==> config.mk <==
export PLATFORM = sky130hd
export DESIGN_NAME = stream_rr_arbiter
export DESIGN_NICKNAME = d
export VERILOG_FILES = /design/src/rtl/stream_rr_arbiter.sv
export SDC_FILE = /design/constraint.sdc
export NUM_CORES = 1
export LEC_CHECK = 0
export CORE_UTILIZATION = 38
export CTS_BUF_LIST = sky130_fd_sc_hd__clkbuf_8 sky130_fd_sc_hd__clkbuf_16
export DETAILED_ROUTE_END_ITERATION = 8
export PLACE_DENSITY = 0.66
export SYNTH_ARGS = -nofsm -noshare
export SYNTH_HDL_FRONTEND = slang
export SYNTH_SLANG_ARGS = --single-unit
==> constraint.sdc <==
create_clock -name clk -period 4.1 [get_ports clk]
set_clock_uncertainty 0.05 [all_clocks]
set_input_delay 0.615 -clock clk [delete_from_list [all_inputs] [get_ports clk]]
set_output_delay 0.615 -clock clk [all_outputs]
set_load 0.01 [all_outputs]
==> src/rtl/stream_rr_arbiter.sv <==
// stream_rr_arbiter: round-robin arbiter that locks a grant to one owner until it signals release
module stream_rr_arbiter #(
    parameter int N  = 4,
    parameter int LN = $clog2(N)
) (
    input  logic          clk,
    input  logic          rst,
    input  logic [N-1:0]  req_in,
    input  logic          release_in,
    output logic [N-1:0]  grant_out,
    output logic [LN-1:0] grant_index_out,
    output logic          grant_valid_out
);
    typedef enum logic {IDLE, BUSY} state_t;
    state_t        r_state;
    logic [LN-1:0] r_ptr;
    logic [N-1:0]  r_grant;
    logic [LN-1:0] r_index;
    logic          r_valid;
    logic [LN-1:0] w_lo_idx;
    logic [LN-1:0] w_hi_idx;
    logic          w_hi_any;
    logic [LN-1:0] w_win;
    // Lowest requester overall and lowest requester strictly above the last winner
    always_comb begin
        w_lo_idx = '0;
        w_hi_idx = '0;
        w_hi_any = 1'b0;
        for (int i = N - 1; i >= 0; i--) begin
            if (req_in[i]) begin
                w_lo_idx = LN'(i);
                if (LN'(i) > r_ptr) begin
                    w_hi_idx = LN'(i);
                    w_hi_any = 1'b1;
                end
            end
        end
    end
    assign w_win = w_hi_any ? w_hi_idx : w_lo_idx;
    // Arbitrate only from IDLE with release low, so a held release can never free a fresh grant
    always_ff @(posedge clk or posedge rst) begin
        if (rst) begin
            r_state <= IDLE;
            r_ptr   <= LN'(N - 1);
            r_grant <= '0;
            r_index <= '0;
            r_valid <= 1'b0;
        end else if (r_state == IDLE) begin
            if (|req_in && !release_in) begin
                r_state <= BUSY;
                r_ptr   <= w_win;
                r_grant <= N'(1) << w_win;
                r_index <= w_win;
                r_valid <= 1'b1;
            end
        end else if (release_in) begin
            r_state <= IDLE;
            r_grant <= '0;
            r_index <= '0;
            r_valid <= 1'b0;
        end
    end
    assign grant_out       = r_grant;
    assign grant_index_out = r_index;
    assign grant_valid_out = r_valid;
endmodule

## Yosys cells after proc, flatten, opt, wreduce, memory -nomap -nowiden

Index checks and enable logic that the tools add are counted.

| storage, ports and cells | value |
|---|---|
| bits in read-only memories | 0 |
| latch bits | 0 |
| register bits | 10 |
| memories kept | 0 |
| output and inout port bits | 7 |
| bits in writable memories | 0 |
| bits of input ports | 7 |

| operators by class | value |
|---|---|
| multiply operators | 0 |
| shifts and indexed selects | 1 |
| $lt $le $gt $ge | 4 |
| muxes and demuxes | 33 |
| reduce and logical (&&, ||, !) cells | 6 |
| bitwise logic cells | 1 |
| divide/modulo/power cells | 0 |
| equality and inequality tests | 1 |
| add/subtract/negate cells | 0 |

Operators by type and width:

| cell | count |
|---|---|
| 2-to-1 mux 2 bit | 16 |
| 2-to-1 mux 1 bit | 14 |
| 2-to-1 mux 4 bit | 3 |
| > comparator 1 x 2 -> 1 bit (first input constant) | 2 |
| > comparator 2 bit (first input constant) | 2 |
| AND reduction 2 bit | 2 |
| OR reduction 4 bit | 1 |
| << shifter 1 x 2 -> 4 bit (first input constant) | 1 |
| != test 2 bit (second input constant) | 1 |
| nonzero test 2 bit | 1 |
| logical AND 1 bit | 1 |
| zero test 1 bit | 1 |
| NOT 1 bit | 1 |

## Depth between registers and ports, before layout

Gate-level depths: netlist (run 1).

| logic depth | value |
|---|---|
| depth after elaboration | 13 |
| mapped depth | 4 |
| depth with buffers taken out | 4 |

## Least setup slack after synthesis (run 1)

No wires, ideal clock.

| timing | value |
|---|---|
| path type | in2reg |
| start point | input port req_in[0] |
| end point | register r_grant[1] (netlist: grant_out[1]) |
| path buffers | 0 |
| library setup time | 0.128 ns |
| cell stages on the path | 4 |
| required time | 3.922 ns |
| data arrival time | 1.550 ns |
| slack | 2.373 ns |
| cell sequence | or4_4 > and2_4 > a22oi_2 > o31ai_1 |

| on the way | value |
|---|---|
| longest elaborated chain between the ends | 5 |
| elaborated cells between the ends (all ways) | 11 |
| classes of those cells | shift: 1; mux: 6; reduce/logical: 4 |

Ends and longest elaborated chain:

| item | line | text |
|---|---|---|
| from (decl) | 8 | `input logic [N-1:0] req_in,` |
| 2-to-1 mux 2 bit / 2-to-1 mux 1 bit (equally long branches) | 30 | `if (req_in[i]) begin` |
| 2-to-1 mux 2 bit | 39 | `assign w_win = w_hi_any ? w_hi_idx : w_lo_idx;` |
| << shifter 1 x 2 -> 4 bit | 52 | `r_grant <= N'(1) << w_win;` |
| 2-to-1 mux 4 bit | 49 | `if (\|req_in && !release_in) begin` |
| 2-to-1 mux 4 bit | 48 | `end else if (r_state == IDLE) begin` |
| to (signal assigned) | 52 |  |
| to (decl) | 17 | `logic [N-1:0] r_grant;` |

Parallel ways exist; a longest one is shown, timed or not. The select of a mux whose other input is x is not followed.
A chain may end at the register's enable or synchronous reset.

## Final worst setup path (run 1)

| timing | value |
|---|---|
| start point | input port req_in[3] |
| end point | register r_grant[2] (netlist: grant_out[2]) |

| on the way | value |
|---|---|
| longest elaborated chain between the ends | 11 |
| elaborated cells between the ends (all ways) | 26 |
| classes of those cells | shift: 1; mux: 21; reduce/logical: 4 |

Ends and longest elaborated chain:

| item | line | text |
|---|---|---|
| 2-to-1 mux 2 bit / 2-to-1 mux 1 bit (equally long branches) | 30 |  |
| 2-to-1 mux 2 bit / 2-to-1 mux 1 bit (equally long branches) | 32 | `if (LN'(i) > r_ptr) begin` |
| 2-to-1 mux 2 bit / 2-to-1 mux 1 bit (equally long branches) | 30 |  |
| 2-to-1 mux 2 bit / 2-to-1 mux 1 bit (equally long branches) | 32 |  |
| 2-to-1 mux 2 bit / 2-to-1 mux 1 bit (equally long branches) | 30 |  |
| 2-to-1 mux 2 bit / 2-to-1 mux 1 bit (equally long branches) | 32 |  |
| 2-to-1 mux 2 bit / 2-to-1 mux 1 bit (equally long branches) | 30 |  |
| 2-to-1 mux 2 bit | 39 |  |
| << shifter 1 x 2 -> 4 bit | 52 |  |
| 2-to-1 mux 4 bit | 49 |  |
| 2-to-1 mux 4 bit | 48 |  |

Parallel ways exist; a longest one is shown, timed or not. The select of a mux whose other input is x is not followed.

==> results of run 1 <==
[cell families (layout without fill, tap and decap cells)]
| kind of cell | Yosys count | after routing | share of synthesized area, % |
|---|---|---|---|
| flip-flops | 10 | 10 | 49.75 |
| AND/OR/NAND/NOR | 21 | 21 | 24.39 |
| AO/OA/AOI/OAI | 15 | 15 | 23.65 |
| buffers and inverters | 3 | 20 | 2.217 |
[sequential cells by signal, indices dropped and copies added (netlist names)]
register and count:
grant_index_out 2, grant_out 4, grant_valid_out 1, r_ptr 2, r_state 1
[metal layers]
layer | wire (µm) | up-vias
li1 | - | 210
met1 | 527 | 187
met2 | 432 | 14
met3 | 63 | 4
met4 | 33 | 0
met5 | 0 | -
[cells in the final DEF (no fill, tap or decap)]
cell type and instances:
dfrtp_1 8, inv_1 3, nand3b_1 1, a21bo_2 1, nor3_2 1, o21ai_0 3, a21o_2 1, a31oi_1 1
clkdlybuf4s50_1 13, a21o_1 1, nand2_4 1, a22o_1 2, nor2b_1 1, a22oi_2 1, and3_1 1, and2_4 1
a21oi_1 2, nor3b_1 1, nand3_1 1, a21oi_4 1, o31ai_1 1, clkbuf_8 4, and2_1 1, dfstp_2 2
or2_2 1, nand2_1 4, o41ai_1 1, nor2_1 6, or4_4 1
[cell type report]
cell class                      count  area (µm²)  share of cell area [%]
Timing Repair Buffer               13       130.1                   18.31
Clock buffer                        4       55.05                   7.746
Sequential cell                    10       252.7                   35.56
Inverter                            3       11.26                   1.585
Multi-Input combinational cell     36       244.0                   34.33
Tap cell                           14       17.52                   2.465
[worst paths after layout]
kind                                                     start                             end  depth (start not counted)
worst max-delay path                                 req_in[3]        grant_out[2]$_DFFE_PP0P_                          5
worst min-delay path            grant_index_out[1]$_DFFE_PP0P_  grant_index_out[1]$_DFFE_PP0P_                          1
worst max register to register            r_ptr[1]$_DFFE_PP1P_        grant_out[0]$_DFFE_PP0P_                          4
worst min register to register  grant_index_out[1]$_DFFE_PP0P_  grant_index_out[1]$_DFFE_PP0P_                          1
max in group asynchronous                                  rst            r_ptr[0]$_DFFE_PP1P_                          2
min in group asynchronous                                  rst  grant_index_out[1]$_DFFE_PP0P_                          2
[power groups by stage]
stage               combinational [mW]  sequential, mW  clock, mW
floorplan                       0.0422           0.139          0
global placement                0.0862           0.135          0
detailed placement              0.0862           0.135          0
CTS                             0.0868           0.134      0.130
global route                    0.0940           0.136      0.136
finish                          0.0861           0.134      0.128
[stage by stage]
| step | util [%] | hold slack [ns] | setup WS [ns] |
|---|---|---|---|
| after floorplan | - | 0.4037 | 2.373 |
| after global placement | 55.98 | 0.4187 | 1.819 |
| after detailed placement | 55.98 | 0.4269 | 1.821 |
| after CTS | 60.68 | 0.4495 | 2.070 |
| after global routing | 60.68 | 0.4662 | 2.021 |
| final | 60.68 | 0.4456 | 2.068 |
[worst max-delay path, delay by kind of cell]
family | cells | cell delay (ns)
buf+inv | 1 | 0.47
compound gates | 1 | 0.23
simple gates | 3 | 0.78
==> insert_results.sql, run 1 <==
INSERT INTO impl_metrics (metric_group, metric, value, unit) VALUES
('timing', 'max_freq', '0.4920', 'GHz'),
('cts', 'post_cts_resized', '0', ''),
('grt', 'grt.busiest_layer', 'met1', ''),
('cts', 'cts.clk_slew.worst_paths', '0.05', 'ns'),
('timing', 'finalWorstPathRequiredPeriod', '2.032', 'ns'),
('synth', 'netlist_area', '508.0', 'µm²'),
('grt', 'globalRouteMet3Util', '6.977', '%'),
('power_and_ir_drop', 'pwr-share-seq', '38.5', '%'),
('drt', 'post_drt_wl_per_cell', '13.21', 'µm'),
('synth', 'yosysMostFrequentCell', 'dfrtp_1', ''),
('power_and_ir_drop', 'cellLeakagePower', '0.3077', 'nW'),
('synth', 'post_synth.cell_area_avg', '10.37', 'µm²'),
('grt', 'grt_pass1_vias', '384', ''),
('cells_and_area', 'final_area', '710.7', 'µm²'),
('drt', 'detailedRoute.firstIterationViolations', '6', ''),
('cells_and_area', 'num-nets-final', '74', ''),
('timing', 'tns', '0', 'ns'),
('placement', 'dpl_cell_area', '655.6', 'µm²'),
('placement', 'place.gp.congestion', '0.8009', ''),
('setup_path', 'worst-setup-path-type', 'primary input to register', ''),
('floorplanning', 'dieHeight', '38.56', 'µm'),
('synth', 'post-synth-top-area-cell', 'dfrtp_1', ''),
('power_and_ir_drop', 'power.switching_fraction', '27.72', '%'),
('grt', 'grt_start_max_net_pins', '11', ''),
('synth', 'synth_enable_flop_cells', '0', ''),
('setup_path', 'cpMaxStageDelayCell', 'or4_4', ''),
('grt', 'globalRouteTotalUtil', '18.00', '%'),
('placement', 'dp_hpwl', '758.7', 'µm'),
('setup_path', 'crit_chain', 'clkdlybuf4s50_1, or4_4, nand2_4, nor3_2, a22o_1', ''),
('timing', 'max_slew.worst_pin.slew', '0.6016', 'ns'),
('power_and_ir_drop', 'internal_power', '0.2518', 'mW'),
('floorplanning', 'initial_utilization', '43.38', '%'),
('power_and_ir_drop', 'power.density', '490.2', 'nW/µm²'),
('run_status', 'run_status', 'finished clean', ''),
('power_and_ir_drop', 'power.net_switching', '0.09656', 'mW'),
('grt', 'grt_overflow', '0', ''),
('placement', 'portBuffers', '13', ''),
('synth', 'yosysWarningCount', '0', ''),
('grt', 'gr-usage-met1', '24.45', '%'),
('drt', 'drtPass1Iterations', '4', ''),
('grt', 'grt_pass1_wl', '1704', 'µm'),
('synth', 'syn-instance-count', '49', ''),
('timing', 'finalSetupViolations', '0', ''),
('cts', 'clockBufferDepth', '2', ''),
('cells_and_area', 'antenna_cells', '0', ''),
('floorplanning', 'die-area', '1487', 'µm²'),
('drt', 'route.detailed.vias_per_inst', '5.188', ''),
('cells_and_area', 'layout.cells.non_filler', '80', ''),
('cts', 'holdBufCountCts', '0', ''),
('timing', 'final_hold_viol_count', '0', ''),
('setup_path', 'regToRegSetupSlack', '2.62', 'ns'),
('synth', 'postSynthRegisterBits', '10', ''),
('grt', 'global_route.usage.met2', '22.50', '%'),
('floorplanning', 'fp-row-count', '12', ''),
('drt', 'route.detailed.drc', '0', ''),
('synth', 'netlist_top_cells_count', '8 x dfrtp_1, 6 x nor2_1, 4 x nand2_1', ''),
('cells_and_area', 'fillerInstances', '106', ''),
('cts', 'cts_tree', 'done', ''),
('cts', 'cts_setup_buffers', '0', ''),
('flow_run', 'drv_cap', '0', ''),
('setup_path', 'worstSetupEndpointType', 'register', ''),
('power_and_ir_drop', 'p_clk_share', '36.8', '%'),
('setup_path', 'cpPeakStageDelay', '0.59', 'ns'),
('cells_and_area', 'area_growth', '39.90', '%'),
('timing', 'period_share', '49.57', '%'),
('grt', 'number_of_antenna_violations_at_the_first_check_in_global_routing', '0', ''),
('synth', 'post-synth-top-area-fraction', '39.41', '%'),
('cells_and_area', 'layout-drive-gt1-share', '22.73', '%'),
('synth', 'seq_total_area_yosys', '49.75', '%'),
('placement', 'place_inst', '76', ''),
('drt', 'routed-via-count', '415', '');
No activity file was read; power rests on OpenSTA's default activity.
==> run 2: changes to the inputs <==
Clock period 4.1 ns to 2.1 ns, I/O delays scaled along.
==> insert_results.sql, run 2 (same netlist as run 1, synthesis figures left out) <==
INSERT INTO impl_metrics (metric_group, metric, value, unit) VALUES
('cts', 'holdBufCountCts', '0', ''),
('power_and_ir_drop', 'cellLeakagePower', '0.3180', 'nW'),
('cells_and_area', 'antenna_cells', '0', ''),
('cts', 'worst_skew_pair.late_latency', '0.23', 'ns'),
('timing', 'finalWorstPathRequiredPeriod', '1.733', 'ns'),
('power_and_ir_drop', 'power.switching_fraction', '26.44', '%'),
('floorplanning', 'dieHeight', '38.56', 'µm'),
('timing', 'max_freq', '0.5772', 'GHz'),
('power_and_ir_drop', 'internal_power', '0.4965', 'mW'),
('cts', 'clockRootBuffer', 'clkbuf_8', ''),
('power_and_ir_drop', 'p_clk_share', '34.8', '%'),
('setup_path', 'crit_chain', 'clkdlybuf4s50_1, or2_2, a21oi_1, inv_1, o41ai_1', ''),
('setup_path', 'maximum_fanout_encountered_on_the_critical_timing_path', '5', ''),
('cts', 'h-tree-depth', '1', ''),
('power_and_ir_drop', 'fin_total_pwr', '0.6750', 'mW'),
('setup_path', 'critical_path_arrival', '1.80', 'ns'),
('floorplanning', 'fp-row-count', '12', ''),
('drt', 'post_drt_wl_per_cell', '12.57', 'µm'),
('setup_path', 'cpPeakStageDelay', '0.47', 'ns'),
('cells_and_area', 'area_growth', '42.86', '%'),
('drt', 'detailedRoute.firstIterationViolations', '10', ''),
('cts', 'post_cts_resized', '0', ''),
('drt', 'm1WireLength', '538', 'µm'),
('drt', 'route.antenna.remaining_nets', '0', ''),
('power_and_ir_drop', 'pwr-share-seq', '39.0', '%'),
('drt', 'route.final.wire_length', '1031', 'µm'),
('cts', 'cts_tree', 'done', ''),
('worst_hold_path', 'holdCritPathClass', 'primary input to async pin', ''),
('timing', 'finalSetupViolations', '0', ''),
('drt', 'routed-via-count', '426', ''),
('cells_and_area', 'fillerInstances', '106', ''),
('timing', 'grt_setup_unrepaired', 'false', ''),
('floorplanning', 'die-area', '1487', 'µm²'),
('floorplanning', 'core_region_area', '1171', 'µm²'),
('cells_and_area', 'num-nets-final', '76', ''),
('setup_path', 'worst_ep_required_time', '2.16', 'ns'),
('flow_run', 'drv_cap', '0', ''),
('grt', 'grt_start_max_net_pins', '11', ''),
('placement', 'dpl_cell_area', '670.6', 'µm²'),
('cts', 'cts_setup_buffers', '0', ''),
('setup_path', 'setup.worst_path.start_class', 'primary input', ''),
('setup_path', 'cpMaxStageDelayCell', 'clkdlybuf4s50_1', ''),
('cells_and_area', 'layout-drive-gt1-share', '25.00', '%'),
('timing', 'slew_headroom', '75.57', '%'),
('floorplanning', 'initial_utilization', '43.38', '%'),
('setup_path', 'critical_path.reg2reg.startpoint', 'r_ptr[1]$_DFFE_PP1P_', ''),
('drt', 'highest_layer', 'met3', ''),
('setup_path', 'worstSetupEndpointType', 'register', ''),
('setup_path', 'worst-setup-path-type', 'primary input to register', ''),
('timing', 'tns', '0', 'ns'),
('grt', 'number_of_antenna_violations_at_the_first_check_in_global_routing', '0', ''),
('grt', 'grt_overflow', '0', ''),
('setup_path', 'regToRegSetupSlack', '0.57', 'ns'),
('cells_and_area', 'most-common-layout-cells', '13 x clkdlybuf4s50_1, 8 x dfrtp_1, 6 x nor2_1', ''),
('cells_and_area', 'final_area', '725.7', 'µm²'),
('drt', 'route.detailed.drc', '0', ''),
('cells_and_area', 'largest_register_ff_count', '4', ''),
('timing', 'timing_max_transition_violations_final', '0', ''),
('cells_and_area', 'final_common_cell', 'clkdlybuf4s50_1', ''),
('drt', 'route.detailed.vias_per_inst', '5.195', ''),
('cells_and_area', 'regArea', '252.7', 'µm²'),
('placement', 'portBuffers', '13', ''),
('placement', 'dp_hpwl', '766.9', 'µm'),
('power_and_ir_drop', 'vdd_ir_drop_max', '0.6688', 'mV'),
('timing', 'final.hold.worst_slack', '0.2991', 'ns'),
('drt', 'drtPass1Iterations', '4', ''),
('run_status', 'run_status', 'finished clean', ''),
('setup_path', 'r2r.worst_path.cells', '4', ''),
('floorplanning', 'design.portCount', '14', ''),
('cells_and_area', 'layout.cells.non_filler', '82', ''),
('drt', 'dr_wl_met2', '426', 'µm'),
('timing', 'max_slew.worst_pin.slew', '0.3660', 'ns'),
('timing', 'period_share', '82.50', '%'),
('placement', 'place_inst', '78', ''),
('grt', 'grt_pass1_wl', '1835', 'µm'),
('setup_path', 'timing.rr.end', 'grant_out[0]$_DFFE_PP0P_', ''),
('cts', 'tritoncts_num_sinks', '10', ''),
('floorplanning', 'fp.dieW', '38.56', 'µm'),
('cts', 'cts_made_buffers', '3', ''),
('grt', 'grt_pass1_vias', '409', ''),
('placement', 'place.gp.congestion', '0.7833', ''),
('cts', 'cts.clk_slew.worst_paths', '0.05', 'ns'),
('power_and_ir_drop', 'power_frac_comb', '26.1', '%'),
('grt', 'globalRouteTotalUtil', '18.83', '%'),
('power_and_ir_drop', 'power.density', '930.1', 'nW/µm²'),
('cells_and_area', 'multi_input_area', '244.0', 'µm²'),
('drt', 'detailroute.wirelength.met3', '66', 'µm'),
('power_and_ir_drop', 'power.net_switching', '0.1784', 'mW'),
('cts', 'clockBufferDepth', '2', ''),
('timing', 'final_hold_viol_count', '0', '');
## run 2: cell count changes in the layout (fill, tap and decap cells not counted), sizes merged
cell and change:
buf +2
## run 2: worst max-delay path by stage
stage	startpoint	to	slack [ns]	depth (start not counted)
floorplan	req_in[0]	grant_out[1]$_DFFE_PP0P_	0.67	4
global placement	req_in[3]	grant_out[0]$_DFFE_PP0P_	0.13	5
detailed placement	req_in[3]	grant_out[0]$_DFFE_PP0P_	0.13	5
CTS	req_in[3]	grant_out[0]$_DFFE_PP0P_	0.37	5
global route	req_in[3]	grant_out[0]$_DFFE_PP0P_	0.26	5
finish	req_in[3]	grant_out[0]$_DFFE_PP0P_	0.37	5
## run 2: metrics by stage
step,worst slack (ns),utilization [%]
final,0.3675,61.97
after global placement,0.1323,57.27
after CTS,0.3724,61.97
after floorplan,0.6727,-
after global routing,0.2571,61.97
after detailed placement,0.1301,57.27
## run 2: area by class of cell
type	instances	area share [%]
timing repair buffer	15	20.00
multi-input combinational	36	33.62
tap	14	2.414
clock buffer	4	7.586
inverter	3	1.552
sequential	10	34.83
## run 2: power groups by stage
stage               registers (mW)  clock network, mW  logic, mW
detailed placement           0.265                  0      0.176
floorplan                    0.271                  0     0.0824
CTS                          0.263              0.245      0.177
finish                       0.263              0.235      0.176
global route                 0.267              0.257      0.195
global placement             0.265                  0      0.177
## run 2: worst max-delay path, delay by kind of cell
family	cells	cell delay [ns]
and+or+nand+nor	1	0.31
buffers and inverters	2	0.57
AOI/OAI and AO/OA	2	0.61
## run 2: per-layer routing
| metal | vias to the layer above | GRT usage (%) |
|---|---|---|
| li1 | 213 | - |
| met1 | 199 | 27.04 |
| met2 | 14 | 25.00 |
| met3 | 0 | 6.977 |
| met4 | 0 | 7.759 |
| met5 | - | 0 |
==> run 3: changes to the inputs <==
Settings changed: PLACE_DENSITY 0.66 to 0.68.
Clock period 2.1 ns to 1.5 ns, I/O delays scaled along.
==> insert_results.sql, run 3 (same netlist as run 1, synthesis figures left out) <==
INSERT INTO impl_metrics (metric_group, metric, value, unit) VALUES
('setup_path', 'setup.worst_path.start_class', 'register', ''),
('cts', 'cts_setup_buffers', '0', ''),
('cts', 'cts_tree', 'done', ''),
('cts', 'worst_skew_pair.late_latency', '0.23', 'ns'),
('drt', 'route.final.wire_length', '1197', 'µm'),
('setup_path', 'cp-startpoint', 'r_ptr[0]$_DFFE_PP1P_', ''),
('run_status', 'run_status', 'finished clean', ''),
('timing', 'period_share', '95.90', '%'),
('power_and_ir_drop', 'vdd_ir_drop_max', '0.8275', 'mV'),
('cts', 'clockBufferDepth', '2', ''),
('timing', 'finalWorstPathRequiredPeriod', '1.438', 'ns'),
('grt', 'grt_pass1_vias', '416', ''),
('drt', 'post_drt_wl_per_cell', '13.15', 'µm'),
('grt', 'grt_pass1_wl', '1856', 'µm'),
('setup_path', 'r2r.worst_path.cells', '4', ''),
('setup_path', 'cpMaxStageDelayCell', 'dfstp_2', ''),
('cells_and_area', 'most-common-layout-cells', '11 x buf_4, 9 x clkdlybuf4s50_1, 8 x dfrtp_1', ''),
('timing', 'timing_max_transition_violations_final', '0', ''),
('setup_path', 'cpPeakStageDelay', '0.56', 'ns'),
('floorplanning', 'die-area', '1487', 'µm²'),
('cells_and_area', 'final_common_cell', 'buf_4', ''),
('timing', 'grt_setup_unrepaired', 'false', ''),
('placement', 'portBuffers', '13', ''),
('cells_and_area', 'final_area', '820.8', 'µm²'),
('flow_run', 'drv_cap', '0', ''),
('timing', 'max_freq', '0.6952', 'GHz'),
('grt', 'globalRouteTotalUtil', '19.58', '%'),
('drt', 'drtPass1Iterations', '4', ''),
('drt', 'route.detailed.drc', '0', ''),
('timing', 'slew_headroom', '75.05', '%'),
('timing', 'tns', '0', 'ns'),
('placement', 'dpl_cell_area', '738.2', 'µm²'),
('floorplanning', 'initial_utilization', '43.38', '%'),
('timing', 'max_slew.worst_pin.slew', '0.3738', 'ns'),
('worst_hold_path', 'holdCritPathClass', 'primary input to async pin', ''),
('setup_path', 'worst-setup-path-type', 'register to register', ''),
('setup_path', 'timing.rr.end', 'grant_out[0]$_DFFE_PP0P_', ''),
('setup_path', 'worst-path-buf-inv', '0', ''),
('timing', 'final.hold.worst_slack', '0.2104', 'ns'),
('drt', 'route.antenna.remaining_nets', '0', ''),
('floorplanning', 'fp-row-count', '12', ''),
('drt', 'routed-via-count', '467', ''),
('floorplanning', 'core_region_area', '1171', 'µm²'),
('cells_and_area', 'fillerInstances', '98', ''),
('drt', 'route.detailed.vias_per_inst', '5.132', ''),
('setup_path', 'critical_path_arrival', '1.51', 'ns'),
('timing', 'final_hold_viol_count', '0', ''),
('power_and_ir_drop', 'fin_total_pwr', '1.011', 'mW'),
('grt', 'number_of_antenna_violations_at_the_first_check_in_global_routing', '0', ''),
('setup_path', 'worstSetupEndpointType', 'register', ''),
('setup_path', 'worst_ep_required_time', '1.57', 'ns'),
('power_and_ir_drop', 'cellLeakagePower', '0.3780', 'nW'),
('placement', 'dp_hpwl', '832.7', 'µm'),
('setup_path', 'critical_path.reg2reg.startpoint', 'r_ptr[0]$_DFFE_PP1P_', ''),
('cells_and_area', 'largest_register_ff_count', '4', ''),
('setup_path', 'crit_chain', 'a21bo_2, nand2_1, and3_4, o41ai_4', ''),
('floorplanning', 'fp.dieW', '38.56', 'µm'),
('setup_path', 'maximum_fanout_encountered_on_the_critical_timing_path', '5', ''),
('placement', 'place.gp.congestion', '0.8268', ''),
('cells_and_area', 'layout-drive-gt1-share', '38.96', '%'),
('drt', 'detailedRoute.firstIterationViolations', '5', ''),
('cells_and_area', 'num-nets-final', '85', ''),
('cts', 'tritoncts_num_sinks', '10', ''),
('setup_path', 'crit_family', 'flip-flops', ''),
('cts', 'h-tree-depth', '1', ''),
('power_and_ir_drop', 'power.density', '1232', 'nW/µm²'),
('cells_and_area', 'final_core_utilization', '70.09', '%'),
('cells_and_area', 'area_growth', '61.58', '%'),
('cts', 'clockRootBuffer', 'clkbuf_8', ''),
('floorplanning', 'dieHeight', '38.56', 'µm'),
('timing', 'finalSetupViolations', '0', ''),
('grt', 'grt_start_max_net_pins', '11', ''),
('cells_and_area', 'antenna_cells', '0', ''),
('floorplanning', 'design.portCount', '14', ''),
('grt', 'grt_overflow', '0', ''),
('setup_path', 'regToRegSetupSlack', '0.06', 'ns'),
('cts', 'cts.clk_slew.worst_paths', '0.05', 'ns'),
('cts', 'cts_made_buffers', '3', '');
## run 3: cell count changes in the layout (fill, tap and decap cells not counted), sizes merged
cell / previous run / this run
clkdlybuf4s50: 13 / 9
dlygate4sd2: 0 / 4
buf: 2 / 11
## run 3: where the power goes
group / switching [mW] / internal, mW
sequential: 0.0377 / 0.329
clock: 0.105 / 0.231
combinational: 0.137 / 0.172
total: 0.279 / 0.732
## run 3: final cells by class
class,count,area [µm²],share of cell area (%)
tap,14,17.52,2.134
timing repair buffer,24,207.7,25.30
multi-input combinational,36,276.5,33.69
sequential,10,252.7,30.79
clock buffer,4,55.05,6.707
inverter,3,11.26,1.372
## run 3: worst reg2reg max path: cells and delay by family, from the launching register on
kind            cells  cell delay (ns)
flops               1             0.56
compound gates      2             0.42
simple gates        2             0.30
## run 3: worst max-delay path by stage
| stage | end | slack, ns | depth (start not counted) |
|---|---|---|---|
| 3_5_place_dp | grant_out[1]$_DFFE_PP0P_ | -0.35 | 5 |
| 3_3_place_gp | grant_out[1]$_DFFE_PP0P_ | -0.31 | 5 |
| 4_1_cts | grant_out[0]$_DFFE_PP0P_ | 0.05 | 4 |
| 5_1_grt | grant_out[0]$_DFFE_PP0P_ | 0.008 | 4 |
| 6_report | grant_out[0]$_DFFE_PP0P_ | 0.06 | 4 |
| 2_1_floorplan | grant_out[0]$_DFFE_PP0P_ | 0.16 | 4 |
## run 3: per-layer routing
layer	global-route usage, %	up-vias	wire length [µm]
li1	-	233	-
met1	25.65	222	550
met2	30.42	12	589
met3	6.977	0	57
met4	5.172	0	0
met5	0	-	0
## run 3: per-stage QoR
| step | setup slack, ns | std cells |
|---|---|---|
| floorplan | 0.1608 | 49 |
| global placement | -0.3053 | 87 |
| detailed placement | -0.3489 | 87 |
| CTS | 0.04782 | 91 |
| global route | 0.008139 | 91 |
| finish | 0.06155 | 91 |
## run 3: repair_timing
item,CTS,global route
endpoints found under the setup margin,8,3
gates resized for setup,5,5
pin swaps,2,2
hold buffers,0,0
